===== src/rtl/exec_div_unit_if.sv =====
// Divider bus between the execute stage (master) and exec_div_unit (slave).
// Carries the start/operand request, the kill request and the busy/done/result response.
interface exec_div_unit_if #(
  parameter int unsigned XLEN = 32
);
  logic            div_start;
  logic [1:0]      div_op;
  logic [XLEN-1:0] div_a;
  logic [XLEN-1:0] div_b;
  logic            div_kill;
  logic            div_busy;
  logic            div_done;
  logic [XLEN-1:0] div_result;

  // Execute stage side: issues requests, observes status.
  modport master (
    output div_start, div_op, div_a, div_b, div_kill,
    input  div_busy, div_done, div_result
  );

  // Divider side: accepts requests, reports status and result.
  modport slave (
    input  div_start, div_op, div_a, div_b, div_kill,
    output div_busy, div_done, div_result
  );
endinterface


===== src/rtl/exec_div_unit.sv =====
// Iterative radix-2 restoring divider for RV32M DIV/DIVU/REM/REMU.
// FSM: IDLE -> SETUP -> ITER (32 steps) -> FIX -> IDLE. The special cases
// (divide by zero, signed overflow) go SETUP -> FIX with a precomputed result.
// Optional macro DIV_RESULT_CACHE_EN: remembers the last completed operands and
// results so a matching start (e.g. REM after DIV) goes straight to FIX.
module exec_div_unit #(
  parameter int unsigned XLEN = 32
) (
  input  logic             clk,
  input  logic             reset_n,
  exec_div_unit_if.slave   div_if
);

  localparam int unsigned W  = XLEN;
  localparam int unsigned CW = $clog2(W);
  localparam logic [W-1:0] MIN_NEG = {1'b1, {(W-1){1'b0}}};

  typedef enum logic [1:0] {
    S_IDLE  = 2'd0,
    S_SETUP = 2'd1,
    S_ITER  = 2'd2,
    S_FIX   = 2'd3
  } state_e;

  state_e         state_q, state_d;
  logic           busy_q, busy_d;
  logic           done_q, done_d;
  logic [W-1:0]   result_q, result_d;
  logic [1:0]     op_q, op_d;
  logic [W-1:0]   a_q, a_d;
  logic [W-1:0]   b_q, b_d;
  logic [W-1:0]   quo_q, quo_d;
  logic [W-1:0]   rem_q, rem_d;
  logic [W-1:0]   dvs_q, dvs_d;
  logic [CW-1:0]  cnt_q, cnt_d;
  logic           neg_quo_q, neg_quo_d;
  logic           neg_rem_q, neg_rem_d;

`ifdef DIV_RESULT_CACHE_EN
  logic           c_vld_q, c_vld_d;
  logic [W-1:0]   c_a_q, c_a_d;
  logic [W-1:0]   c_b_q, c_b_d;
  logic           c_sgn_q, c_sgn_d;
  logic [W-1:0]   c_quo_q, c_quo_d;
  logic [W-1:0]   c_rem_q, c_rem_d;
  logic           hit_c;
`endif

  // Signed-op decode: op[0]==0 selects DIV/REM.
  logic           sgn_q_c;
  logic           sgn_in_c;
  logic [W-1:0]   a_abs_c;
  logic [W-1:0]   b_abs_c;
  logic [W:0]     rem_sh_c;
  logic [W:0]     rem_sub_c;
  logic [W-1:0]   quo_fix_c;
  logic [W-1:0]   rem_fix_c;

  assign sgn_q_c  = ~op_q[0];
  assign sgn_in_c = ~div_if.div_op[0];

  // Operand magnitudes used in SETUP.
  assign a_abs_c = (sgn_q_c && a_q[W-1]) ? -a_q : a_q;
  assign b_abs_c = (sgn_q_c && b_q[W-1]) ? -b_q : b_q;

  // One restoring step: shift {rem,quo} left, trial-subtract the divisor.
  assign rem_sh_c  = {rem_q, quo_q[W-1]};
  assign rem_sub_c = rem_sh_c - {1'b0, dvs_q};

  // Sign post-correction applied in FIX.
  assign quo_fix_c = neg_quo_q ? -quo_q : quo_q;
  assign rem_fix_c = neg_rem_q ? -rem_q : rem_q;

`ifdef DIV_RESULT_CACHE_EN
  // Cache lookup against the incoming request.
  assign hit_c = c_vld_q && (div_if.div_a == c_a_q) && (div_if.div_b == c_b_q)
                 && (sgn_in_c == c_sgn_q);
`endif

  // Next-state and datapath update.
  always_comb begin
    state_d   = state_q;
    done_d    = 1'b0;
    result_d  = result_q;
    op_d      = op_q;
    a_d       = a_q;
    b_d       = b_q;
    quo_d     = quo_q;
    rem_d     = rem_q;
    dvs_d     = dvs_q;
    cnt_d     = cnt_q;
    neg_quo_d = neg_quo_q;
    neg_rem_d = neg_rem_q;
`ifdef DIV_RESULT_CACHE_EN
    c_vld_d   = c_vld_q;
    c_a_d     = c_a_q;
    c_b_d     = c_b_q;
    c_sgn_d   = c_sgn_q;
    c_quo_d   = c_quo_q;
    c_rem_d   = c_rem_q;
    if (div_if.div_kill) begin
      c_vld_d = 1'b0;
    end
`endif

    if (state_q != S_IDLE && div_if.div_kill) begin
      state_d = S_IDLE;
    end else begin
      unique case (state_q)
        S_IDLE: begin
          if (div_if.div_start && !div_if.div_kill) begin
            op_d = div_if.div_op;
            a_d  = div_if.div_a;
            b_d  = div_if.div_b;
`ifdef DIV_RESULT_CACHE_EN
            if (hit_c) begin
              quo_d     = c_quo_q;
              rem_d     = c_rem_q;
              neg_quo_d = 1'b0;
              neg_rem_d = 1'b0;
              state_d   = S_FIX;
            end else begin
              state_d = S_SETUP;
            end
`else
            state_d = S_SETUP;
`endif
          end
        end

        S_SETUP: begin
          if (b_q == '0) begin
            quo_d     = '1;
            rem_d     = a_q;
            neg_quo_d = 1'b0;
            neg_rem_d = 1'b0;
            state_d   = S_FIX;
          end else if (sgn_q_c && a_q == MIN_NEG && b_q == '1) begin
            quo_d     = MIN_NEG;
            rem_d     = '0;
            neg_quo_d = 1'b0;
            neg_rem_d = 1'b0;
            state_d   = S_FIX;
          end else begin
            quo_d     = a_abs_c;
            rem_d     = '0;
            dvs_d     = b_abs_c;
            neg_quo_d = sgn_q_c & (a_q[W-1] ^ b_q[W-1]);
            neg_rem_d = sgn_q_c & a_q[W-1];
            cnt_d     = '0;
            state_d   = S_ITER;
          end
        end

        S_ITER: begin
          if (!rem_sub_c[W]) begin
            rem_d = W'(rem_sub_c);
            quo_d = {quo_q[W-2:0], 1'b1};
          end else begin
            rem_d = W'(rem_sh_c);
            quo_d = {quo_q[W-2:0], 1'b0};
          end
          cnt_d = cnt_q + CW'(1);
          if (cnt_q == CW'(W - 1)) begin
            state_d = S_FIX;
          end
        end

        S_FIX: begin
          result_d = op_q[1] ? rem_fix_c : quo_fix_c;
          done_d   = 1'b1;
          state_d  = S_IDLE;
`ifdef DIV_RESULT_CACHE_EN
          c_vld_d  = 1'b1;
          c_a_d    = a_q;
          c_b_d    = b_q;
          c_sgn_d  = sgn_q_c;
          c_quo_d  = quo_fix_c;
          c_rem_d  = rem_fix_c;
`endif
        end

        default: state_d = S_IDLE;
      endcase
    end

    busy_d = (state_d != S_IDLE);
  end

  // State and datapath registers.
  always_ff @(posedge clk or negedge reset_n) begin
    if (!reset_n) begin
      state_q   <= S_IDLE;
      busy_q    <= 1'b0;
      done_q    <= 1'b0;
      result_q  <= '0;
      op_q      <= '0;
      a_q       <= '0;
      b_q       <= '0;
      quo_q     <= '0;
      rem_q     <= '0;
      dvs_q     <= '0;
      cnt_q     <= '0;
      neg_quo_q <= 1'b0;
      neg_rem_q <= 1'b0;
    end else begin
      state_q   <= state_d;
      busy_q    <= busy_d;
      done_q    <= done_d;
      result_q  <= result_d;
      op_q      <= op_d;
      a_q       <= a_d;
      b_q       <= b_d;
      quo_q     <= quo_d;
      rem_q     <= rem_d;
      dvs_q     <= dvs_d;
      cnt_q     <= cnt_d;
      neg_quo_q <= neg_quo_d;
      neg_rem_q <= neg_rem_d;
    end
  end

`ifdef DIV_RESULT_CACHE_EN
  // Last-result cache registers.
  always_ff @(posedge clk or negedge reset_n) begin
    if (!reset_n) begin
      c_vld_q <= 1'b0;
      c_a_q   <= '0;
      c_b_q   <= '0;
      c_sgn_q <= 1'b0;
      c_quo_q <= '0;
      c_rem_q <= '0;
    end else begin
      c_vld_q <= c_vld_d;
      c_a_q   <= c_a_d;
      c_b_q   <= c_b_d;
      c_sgn_q <= c_sgn_d;
      c_quo_q <= c_quo_d;
      c_rem_q <= c_rem_d;
    end
  end
`endif

  assign div_if.div_busy   = busy_q;
  assign div_if.div_done   = done_q;
  assign div_if.div_result = result_q;

endmodule


===== src/flat_wrapper.sv =====
// flat-port wrapper written by rule: the top's interface ports become plain ports
module exec_div_unit_flat 
#(
  parameter int unsigned XLEN = 32
)
  (clk, reset_n, div_if_div_start, div_if_div_op, div_if_div_a, div_if_div_b, div_if_div_kill, div_if_div_busy, div_if_div_done, div_if_div_result);
  exec_div_unit_if #(.XLEN(XLEN)) div_if_i ();
  input  logic clk;
  input  logic reset_n;
  input wire logic [$bits(div_if_i.div_start)-1:0] div_if_div_start;
  input wire logic [$bits(div_if_i.div_op)-1:0] div_if_div_op;
  input wire logic [$bits(div_if_i.div_a)-1:0] div_if_div_a;
  input wire logic [$bits(div_if_i.div_b)-1:0] div_if_div_b;
  input wire logic [$bits(div_if_i.div_kill)-1:0] div_if_div_kill;
  output wire logic [$bits(div_if_i.div_busy)-1:0] div_if_div_busy;
  output wire logic [$bits(div_if_i.div_done)-1:0] div_if_div_done;
  output wire logic [$bits(div_if_i.div_result)-1:0] div_if_div_result;
  assign div_if_i.div_start = div_if_div_start;
  assign div_if_i.div_op = div_if_div_op;
  assign div_if_i.div_a = div_if_div_a;
  assign div_if_i.div_b = div_if_div_b;
  assign div_if_i.div_kill = div_if_div_kill;
  assign div_if_div_busy = div_if_i.div_busy;
  assign div_if_div_done = div_if_i.div_done;
  assign div_if_div_result = div_if_i.div_result;
  exec_div_unit #(.XLEN(XLEN)) u_core (.clk(clk), .reset_n(reset_n), .div_if(div_if_i));
endmodule

===== config.mk =====
export PLATFORM = sky130hd
export DESIGN_NAME = exec_div_unit_flat
export DESIGN_NICKNAME = d
export VERILOG_FILES = /design/src/rtl/exec_div_unit_if.sv /design/src/rtl/exec_div_unit.sv /design/src/flat_wrapper.sv
export SDC_FILE = /design/constraint.sdc
export NUM_CORES = 1
export LEC_CHECK = 0
export CORE_MARGIN = 8
export CORE_UTILIZATION = 50
export DETAILED_ROUTE_END_ITERATION = 12
export DONT_BUFFER_PORTS = 1
export PLACE_DENSITY = 0.66
export SYNTH_ARGS = -nofsm -noshare
export SYNTH_HDL_FRONTEND = slang
export SYNTH_SLANG_ARGS = --single-unit

===== constraint.sdc =====
create_clock -name clk -period 3.54 [get_ports clk]
set_clock_uncertainty 0.05 [all_clocks]
set_input_delay 0.708 -clock clk [delete_from_list [all_inputs] [get_ports clk]]
set_output_delay 0.708 -clock clk [all_outputs]
set_load 0.03 [all_outputs]

==> metrics.cfg, run 1 <==
[drt]
drc=0
vias=11500
ant_nets=0
routedWlPerCell_microns=21.3
vias_per_cell=6.20
routed_wirelength_microns=39700
drt-initial-drc-count=1119
firstDrtPassIters=5

[setup_path]
crit_path_max_fanout=5
start_kind=flip-flop
crit_path_end_kind=flip-flop
required_ns=3.90
crit_arrival_ns=3.65
critical_path_class=reg -> reg

[run_status]
status=complete, but fails checks
violations=negative hold slack

[synthesis]
synth_top_area_frac=0.387
yosys.area.top_type=dfrtp_1
ys_async_sr_fraction=1.00
synth_ff_type=dfrtp_1
ys_types=66
synth.avg_cell_area_sq_um=8.85
syn_inst=1499
ys_ff_latch=205
yosys-top-cells-area=dfrtp_1, o21ai_0, mux2_2
yosysWarnings=0
yosysSeqAreaShare=0.387
syn_area_sq_um=13300
synth_edf_count=0
synth.net_count=1614

[clock_network]
clk_pin_slew_worst_paths_ns=0.06
clockBufferDepth=3
cts_tree=built
htreeDepth=1
clkSinkCount=205
cts_resized=0
numCtsBuffers=24
insertion_delay_ns=0.53
cts_root_buf=clkbuf_16
post_cts_buffers=0

[floorplan]
num_io_pins=104
initial_core_util=0.509
core_sq_um=26100
dieArea_sq_um=32000
die_w_microns=179
rows=59
die_h_microns=179

[finish]
num-fill-cells=2395
final_cell_mix=dfrtp_1, nand2_1, o21ai_0
layout.cells.non_filler=1859
drive_above_1_share=0.130
design_area_sq_um=14700
final_core_util=0.565
area_delta_synth_final_pct=10.9
final_common_cell=dfrtp_1
nets=1622

[power_and_ir_drop]
p_per_area_nw_per_um2=1190
p_leak_nw=6.39
irDropWorstVdd_mv=0.565

[global_route]
antenna_found_initial=3
grt_use_total=0.248
grt_pass1_wl_microns=62600
grt_max_degree=206
grt_overflow_total=0
grt_pass1_vias=11000

[run]
drv_cap=0

[placed_design]
hpwl_microns=29900
numPlacedInstances=1816
gp_congestion=0.923
port_buffers=0
place_area_sq_um=13900

[timing]
rsz0062_at_grt=no
finalHoldViolCount=205
fmax_mhz=305
hold_ws_ns=-0.176
worst_pin_slew_ns=1.09
setup_violations=0
maxSlewViolCount=0
relSlewSlack=0.273
fin_crit_sh=0.928
period_needed_ns=3.28
fin_tns_setup_ns=0

[min_path]
hold_path.class=in -> async

-- where the power goes --
part / leakage [nW] / internal [mW] / switching (mW)
Clock: 0.402 / 1.55 / 1.00
Sequential: 2.55 / 3.44 / 1.86
Combinational: 3.43 / 4.05 / 5.62
Total: 6.39 / 9.04 / 8.48
-- state kept, by name, indices dropped and copies added (netlist names), 5 cells and up --
signal                    flops
u_core.cnt_q                  5
u_core.div_if.div_result     32
u_core.dvs_q                 32
u_core.b_q                   32
u_core.rem_q                 32
u_core.quo_q                 32
u_core.a_q                   32
-- layout make-up --
class                           instances  area, sq um  area share
Tap cell                              335          419      0.0285
Antenna cell                            1         2.50    0.000170
Clock buffer                           33          716      0.0486
Multi-Input combinational cell       1153         7620       0.518
Sequential cell                       205         5130       0.349
Inverter                               59          221      0.0150
Clock inverter                          9          100     0.00680
Timing Repair Buffer                   64          505      0.0343
-- synthesized netlist by cell type (11+ instances only) --
cell type    n
o31ai_1     36
or3_1       17
nand2_1    169
xor2_1      68
ha_1        44
a22oi_1     22
and3_1      18
a21oi_1    127
dfrtp_1    205
mux2_2      68
nor3_1      23
a221oi_1    13
nor2_1      77
o41ai_1     12
o21ai_0    158
mux2i_1     18
clkbuf_1    69
nor4_1      12
nand2b_1    15
xnor2_1     78
nand4_1     11
a21o_1      20
nand3_1     29
inv_1       58
-- per-stage QoR --
stage	setup slack, ns	total power, mW
3_5_place_dp	0.304	14.8
5_1_grt	0.0310	18.8
4_1_cts	0.286	17.4
3_3_place_gp	0.361	14.6
6_report	0.256	17.5
2_1_floorplan	0.353	11.8
-- routing by layer --
| metal | track usage | wire length [microns] |
|---|---|---|
| met1 | 0.346 | 17500 |
| met2 | 0.375 | 17300 |
| met3 | 0.0647 | 3860 |
| met4 | 0.0675 | 970 |
| met5 | 0 | 9 |
-- worst max-delay path, stage by stage (launching register included) --
cell	delay (ns)
dfrtp_1	0.32
inv_1	0.10
ha_1	0.24
fa_1	0.40
nand2b_1	0.19
a21o_1	0.21
a31o_2	0.24
a21oi_1	0.23
nor3_1	0.14
or3_1	0.48
or3_1	0.38
o32ai_1	0.12
nor2_1	0.07
-- path summary, 6_finish.rpt --
kind / start / endpoint / slack [ns] / depth (start not counted)
setup / recovery: u_core.quo_q[31] / u_core.rem_q[27] / 0.26 / 12
hold / removal: reset_n / u_core.b_q[24] / -0.18 / 0
setup reg to reg: u_core.quo_q[31] / u_core.rem_q[27] / 0.26 / 12
hold reg to reg: u_core.cnt_q[4] / u_core.cnt_q[4] / 0.43 / 2
max in group asynchronous: reset_n / u_core.div_if.div_result[27] / 3.34 / 0
min in group clk: div_if_div_a[4] / u_core.a_q[4] / 0.27 / 1
-- kinds of logic (layout without fill, tap and decap cells) --
logic type | count (synthesis) | count (layout) | share of synthesized area
mux | 86 | 86 | 0.0713
fa+ha+maj | 45 | 45 | 0.0430
compound gates | 458 | 458 | 0.211
xor+xnor | 146 | 146 | 0.0963
flops | 205 | 205 | 0.387
buf+inv | 141 | 165 | 0.0407
other cells | 0 | 1 | 0
simple gates | 418 | 418 | 0.151
(Power assumes the default switching activity.)
==> run 2, diff against run 1 <==
GPL_ROUTABILITY_DRIVEN = 0   (was unset)
PLACE_DENSITY = 0.67   (was 0.66)
==> metrics.cfg, run 2 (synthesis gave the netlist of run 1 again) <==
[floorplan]
die_w_microns=179  ; unchanged
num_io_pins=104  ; unchanged
rows=59  ; unchanged
initial_core_util=0.509  ; unchanged
die_h_microns=179  ; unchanged
core_sq_um=26100  ; unchanged
dieArea_sq_um=32000  ; unchanged

[power_and_ir_drop]
p_leak_nw=6.38  ; -0.15%
power_frac_clock=0.149  ; +0.003
p_sw_mw=8.51  ; +0.27%
irDropWorstVdd_mv=0.593  ; +4.9%
p_per_area_nw_per_um2=1190  ; about the same
p_int_mw=9.07  ; +0.34%
p_sw_frac=0.484  ; about the same
seq_power_share=0.302  ; about the same
comb_power_share=0.549  ; -0.003

[timing]
worst_pin_slew_ns=1.02  ; -0.0715 ns
maxSlewViolCount=0  ; unchanged
setup_violations=0  ; unchanged
finalHoldViolCount=205  ; unchanged
relSlewSlack=0.320  ; +0.0469
period_needed_ns=3.28  ; -0.00298 ns
fin_tns_setup_ns=0  ; unchanged
fin_crit_sh=0.927  ; about the same
fmax_mhz=305  ; about the same
hold_ws_ns=-0.163  ; +0.0131 ns
rsz0062_at_grt=no
fin_ws_ns=0.259  ; +0.00298 ns

[drt]
vias_per_cell=6.15  ; -0.76%
drc=0  ; unchanged
routedWlPerCell_microns=21.0  ; -1.4%
ant_nets=0  ; unchanged
firstDrtPassIters=6  ; +1
routed_wirelength_microns=39100  ; -1.4%
drt-initial-drc-count=1147  ; +2.5%
vias=11400  ; -0.76%

[finish]
nets=1621  ; -0.062%
final_common_cell=dfrtp_1
area_delta_synth_final_pct=11.1
final_cell_mix=dfrtp_1, nand2_1, o21ai_0
drive_above_1_share=0.131  ; +0.000657

[run_status]
status=complete, but fails checks
violations=negative hold slack

[clock_network]
clkSinkCount=205  ; unchanged
cts_tree=built
insertion_delay_ns=0.54  ; about the same
clockBufferDepth=3  ; unchanged
post_cts_buffers=0  ; unchanged
htreeDepth=1  ; unchanged
cts_resized=0  ; unchanged
cts_root_buf=clkbuf_16
numCtsBuffers=25  ; +4.2%
clk_pin_slew_worst_paths_ns=0.06  ; about the same

[min_path]
hold_path.class=in -> async

[setup_path]
reg2reg_slack_ns=0.26  ; about the same
critPathSlowestCell=or3_1
reg2reg_to=u_core.rem_q[3]
crit_path_max_incr_delay_ns=0.51  ; +0.03 ns
critical_path_class=reg -> reg
cp-startpoint=u_core.dvs_q[0]
start_kind=flip-flop
required_ns=3.94  ; +0.04 ns
r2r_cells=12  ; unchanged
r2r-start=u_core.dvs_q[0]
cp_cell_sequence=ha_1 -> fa_1 -> nand2b_1 -> a21o_1 -> a31o_2 -> a21oi_1 -> nor3_1 -> or3_1 -> buf_4 -> nor3_1 -> a31oi_1 -> a21oi_1
crit_path_end_kind=flip-flop
crit_arrival_ns=3.69  ; +0.04 ns
crit_path_max_fanout=12  ; +7

[global_route]
grt_overflow_total=0  ; unchanged
grt_max_degree=206  ; unchanged
grt_pass1_vias=10900  ; -1.1%
grt_use_total=0.245  ; -0.00303
antenna_found_initial=1  ; -2
grt_pass1_wl_microns=61800  ; -1.3%

[run]
drv_cap=0  ; unchanged

[placed_design]
port_buffers=0  ; unchanged
place_ws_ns=0.312  ; +0.00841 ns
hpwl_microns=29500  ; -1.0%

run 2: cell types whose count changed in the layout (fill, tap and decap cells not counted), sizes merged:
cell	change
buf	-2
clkbuf	-3
clkinvlp	+3
inv	+1
bufinv	+1
run 2: worst max-delay path, delay by kind of cell (launching register included):
family	cells	cell delay, ns
AND/OR/NAND/NOR	4	1.00
flip-flops	1	0.39
AO/OA/AOI/OAI	5	0.90
adder cells (fa/ha/maj)	2	0.63
buffers and inverters	1	0.24
run 2: worst max path at each step:
stage | depth (start not counted) | slack (ns) | endpoint
after detailed placement | 12 | 0.31 | u_core.rem_q[3]
after global routing | 12 | 0.04 | u_core.rem_q[3]
after floorplan | 12 | 0.35 | u_core.rem_q[25]
final | 12 | 0.26 | u_core.rem_q[3]
after global placement | 9 | 0.35 | u_core.div_if.div_result[31]
after CTS | 12 | 0.27 | u_core.rem_q[3]
run 2: layout make-up:
type                            instances  area [sq um]
Timing Repair Buffer                   62           503
Antenna cell                            1          2.50
Inverter                               59           221
Clock inverter                         14           173
Fill cell                            2324         11300
Sequential cell                       205          5130
Multi-Input combinational cell       1153          7630
Clock buffer                           30           674
Tap cell                              335           419
run 2: stage by stage:
stage	hold WS (ns)	power [mW]	cells	instance area [sq um]	utilization
floorplan	0.362	11.8	1499	13300	-
global placement	0.381	14.6	1814	13900	0.533
detailed placement	0.378	14.8	1814	13900	0.533
CTS	-0.185	17.5	1858	14700	0.566
global route	-0.184	18.9	1858	14700	0.566
finish	-0.163	17.6	1859	14700	0.566
run 2: layer usage:
layer | global-route usage | vias up | share of wire
met4 | 0.0672 | 2 | 0.028
met5 | 0 | - | 0.00036
li1 | - | 5408 | -
met2 | 0.368 | 494 | 0.44
met1 | 0.341 | 5452 | 0.43
met3 | 0.0672 | 75 | 0.10
run 2: power groups by stage:
stage | registers, mW | clock network [mW] | logic, mW
2_1_floorplan | 4.71 | 0 | 7.04
3_3_place_gp | 5.24 | 0 | 9.35
3_5_place_dp | 5.29 | 0 | 9.48
4_1_cts | 5.25 | 2.67 | 9.54
5_1_grt | 5.44 | 2.76 | 10.7
6_report | 5.30 | 2.62 | 9.66
==> run 3, diff against run 2 <==
CORE_ASPECT_RATIO = 1.75   (was unset)
CORE_UTILIZATION = 35   (was 50)
GPL_TIMING_DRIVEN = 0   (was unset)
PLACE_DENSITY = 0.51   (was 0.67)
==> metrics.cfg, run 3 (synthesis gave the netlist of run 1 again) <==
[placed_design]
port_buffers=0  ; unchanged
place_area_sq_um=13900  ; -0.19%
hpwl_microns=35100  ; +19%

[drt]
drt-initial-drc-count=537  ; -53%
firstDrtPassIters=5  ; -1
routed_wirelength_microns=44400  ; +13%
drc=0  ; unchanged
ant_nets=0  ; unchanged
routedWlPerCell_microns=21.9  ; +4.2%
vias_per_cell=5.54  ; -10%
vias=11200  ; -2.0%

[floorplan]
die_h_microns=274  ; +53%
core_sq_um=37500  ; +44%
initial_core_util=0.354  ; -0.156
die_w_microns=163  ; -8.8%
rows=94  ; +59%
dieArea_sq_um=44700  ; +39%
num_io_pins=104  ; unchanged

[setup_path]
critPathSlowestCell=or4_1
crit_path_max_fanout=10  ; -2
critical_path_class=reg -> reg
crit_path_end_kind=flip-flop
reg2reg_to=u_core.quo_q[5]
cp_cell_sequence=or4_1 -> nor4_2 -> nand3b_1 -> nor4_4 -> and2_1 -> nor2_1 -> clkbuf_1 -> a21oi_1
crit_family=simple AND/OR/NAND/NOR gates
r2r-start=u_core.b_q[20]
crit_path_max_incr_delay_ns=0.63  ; +0.12 ns
reg2reg_slack_ns=0.12  ; -0.14 ns
path_buf_inv=1  ; unchanged
r2r_cells=8  ; -4
crit_arrival_ns=3.81  ; +0.12 ns
required_ns=3.93  ; about the same
start_kind=flip-flop

[clock_network]
htreeDepth=1  ; unchanged
clk_pin_slew_worst_paths_ns=0.06  ; about the same
insertion_delay_ns=0.53  ; about the same
cts_tree=built
clkSinkCount=205  ; unchanged
cts_root_buf=clkbuf_16
numCtsBuffers=23  ; -8.0%
clockBufferDepth=3  ; unchanged

[run_status]
status=complete, but fails checks
violations=negative hold slack

[power_and_ir_drop]
p_per_area_nw_per_um2=1170  ; -2.2%
p_leak_nw=6.23  ; -2.3%
irDropWorstVdd_mv=0.456  ; -23%

[finish]
final_common_cell=dfrtp_1
area_delta_synth_final_pct=11.8
final_cell_mix=dfrtp_1, nand2_1, o21ai_0
drive_above_1_share=0.110  ; -0.0211
num-fill-cells=3784  ; +63%
nets=1644  ; +1.4%
design_area_sq_um=14800  ; +0.64%

[min_path]
hold_path.class=in -> async

[timing]
fin_crit_sh=0.967  ; +0.0404
finalHoldViolCount=205  ; unchanged
worst_pin_slew_ns=1.11  ; +0.0871 ns
fmax_mhz=292  ; -4.2%
relSlewSlack=0.263  ; -0.0573
maxSlewViolCount=0  ; unchanged
period_needed_ns=3.42  ; +0.143 ns
hold_ws_ns=-0.171  ; -0.00751 ns
fin_tns_setup_ns=0  ; unchanged
setup_violations=0  ; unchanged

[global_route]
grt_pass1_vias=11600  ; +6.5%
grt_overflow_total=0  ; unchanged
grt_pass1_wl_microns=66900  ; +8.2%
antenna_found_initial=2  ; +1
grt_max_degree=206  ; unchanged
grt_use_total=0.195  ; -0.0495

[run]
drv_cap=0  ; unchanged

run 3: cell count changes in the layout (fill, tap and decap cells not counted), sizes merged:
cell and change:
clkinv -1, clkbuf +70, buf -43, inv -1, bufinv -1, clkinvlp -5
run 3: metal layers:
metal / track usage / up-vias / wire (microns)
li1: - / 5437 / -
met3: 0.0274 / 138 / 2220
met5: 0 / - / 11
met1: 0.190 / 5296 / 15200
met4: 0.140 / 2 / 3290
met2: 0.368 / 327 / 23600
run 3: how the worst max path moves through the flow:
stage,to,cells past startpoint,slack (ns),startpoint
2_1_floorplan,u_core.rem_q[25],12,0.35,u_core.rem_q[22]
3_3_place_gp,u_core.dvs_q[19],10,-0.92,u_core.b_q[20]
3_5_place_dp,u_core.rem_q[25],12,-0.91,u_core.rem_q[22]
4_1_cts,u_core.rem_q[30],13,0.008,u_core.quo_q[31]
5_1_grt,u_core.rem_q[29],10,-0.002,u_core.rem_q[3]
6_report,u_core.quo_q[5],8,0.12,u_core.b_q[20]
run 3: final cells by class:
class	instances	area (sq um)	area share
Tap cell	480	601	0.0405
Sequential cell	205	5130	0.346
Buffer	79	319	0.0215
Antenna cell	1	2.50	0.000169
Multi-Input combinational cell	1153	7760	0.523
Inverter	59	221	0.0149
Timing Repair Buffer	8	60.1	0.00405
Clock buffer	32	669	0.0451
Clock inverter	6	80.1	0.00539
run 3: report_power, final:
part	total, mW	switching (mW)	internal [mW]
clock	2.44	0.989	1.45
sequential	5.33	1.89	3.44
combinational	9.53	5.63	3.90
run 3: worst register-to-register path, delay by kind of cell, from the launching register on:
kind | cells | cell delay (ns)
AND/OR/NAND/NOR | 6 | 2.34
flip-flops | 1 | 0.43
buffers and inverters | 1 | 0.31
AO/OA/AOI/OAI | 1 | 0.21
run 3: repair_timing:
item,CTS,global route
pin swaps,3,3
gates resized for setup,20,19
hold endpoints to repair,205,205
setup buffers,6,2
endpoints found under the setup margin,97,56
run 3: per-stage QoR:
stage               worst slack [ns]  power [mW]   util  hold WS, ns  cells
finish                         0.116        17.3  0.396       -0.171   2023
global route                -0.00207        18.7  0.396       -0.203   2023
CTS                          0.00817        17.3  0.394       -0.199   2022
detailed placement            -0.905        14.6  0.370        0.375   1979
global placement              -0.922        14.5  0.370        0.376   1979
floorplan                      0.353        11.8      -        0.362   1499
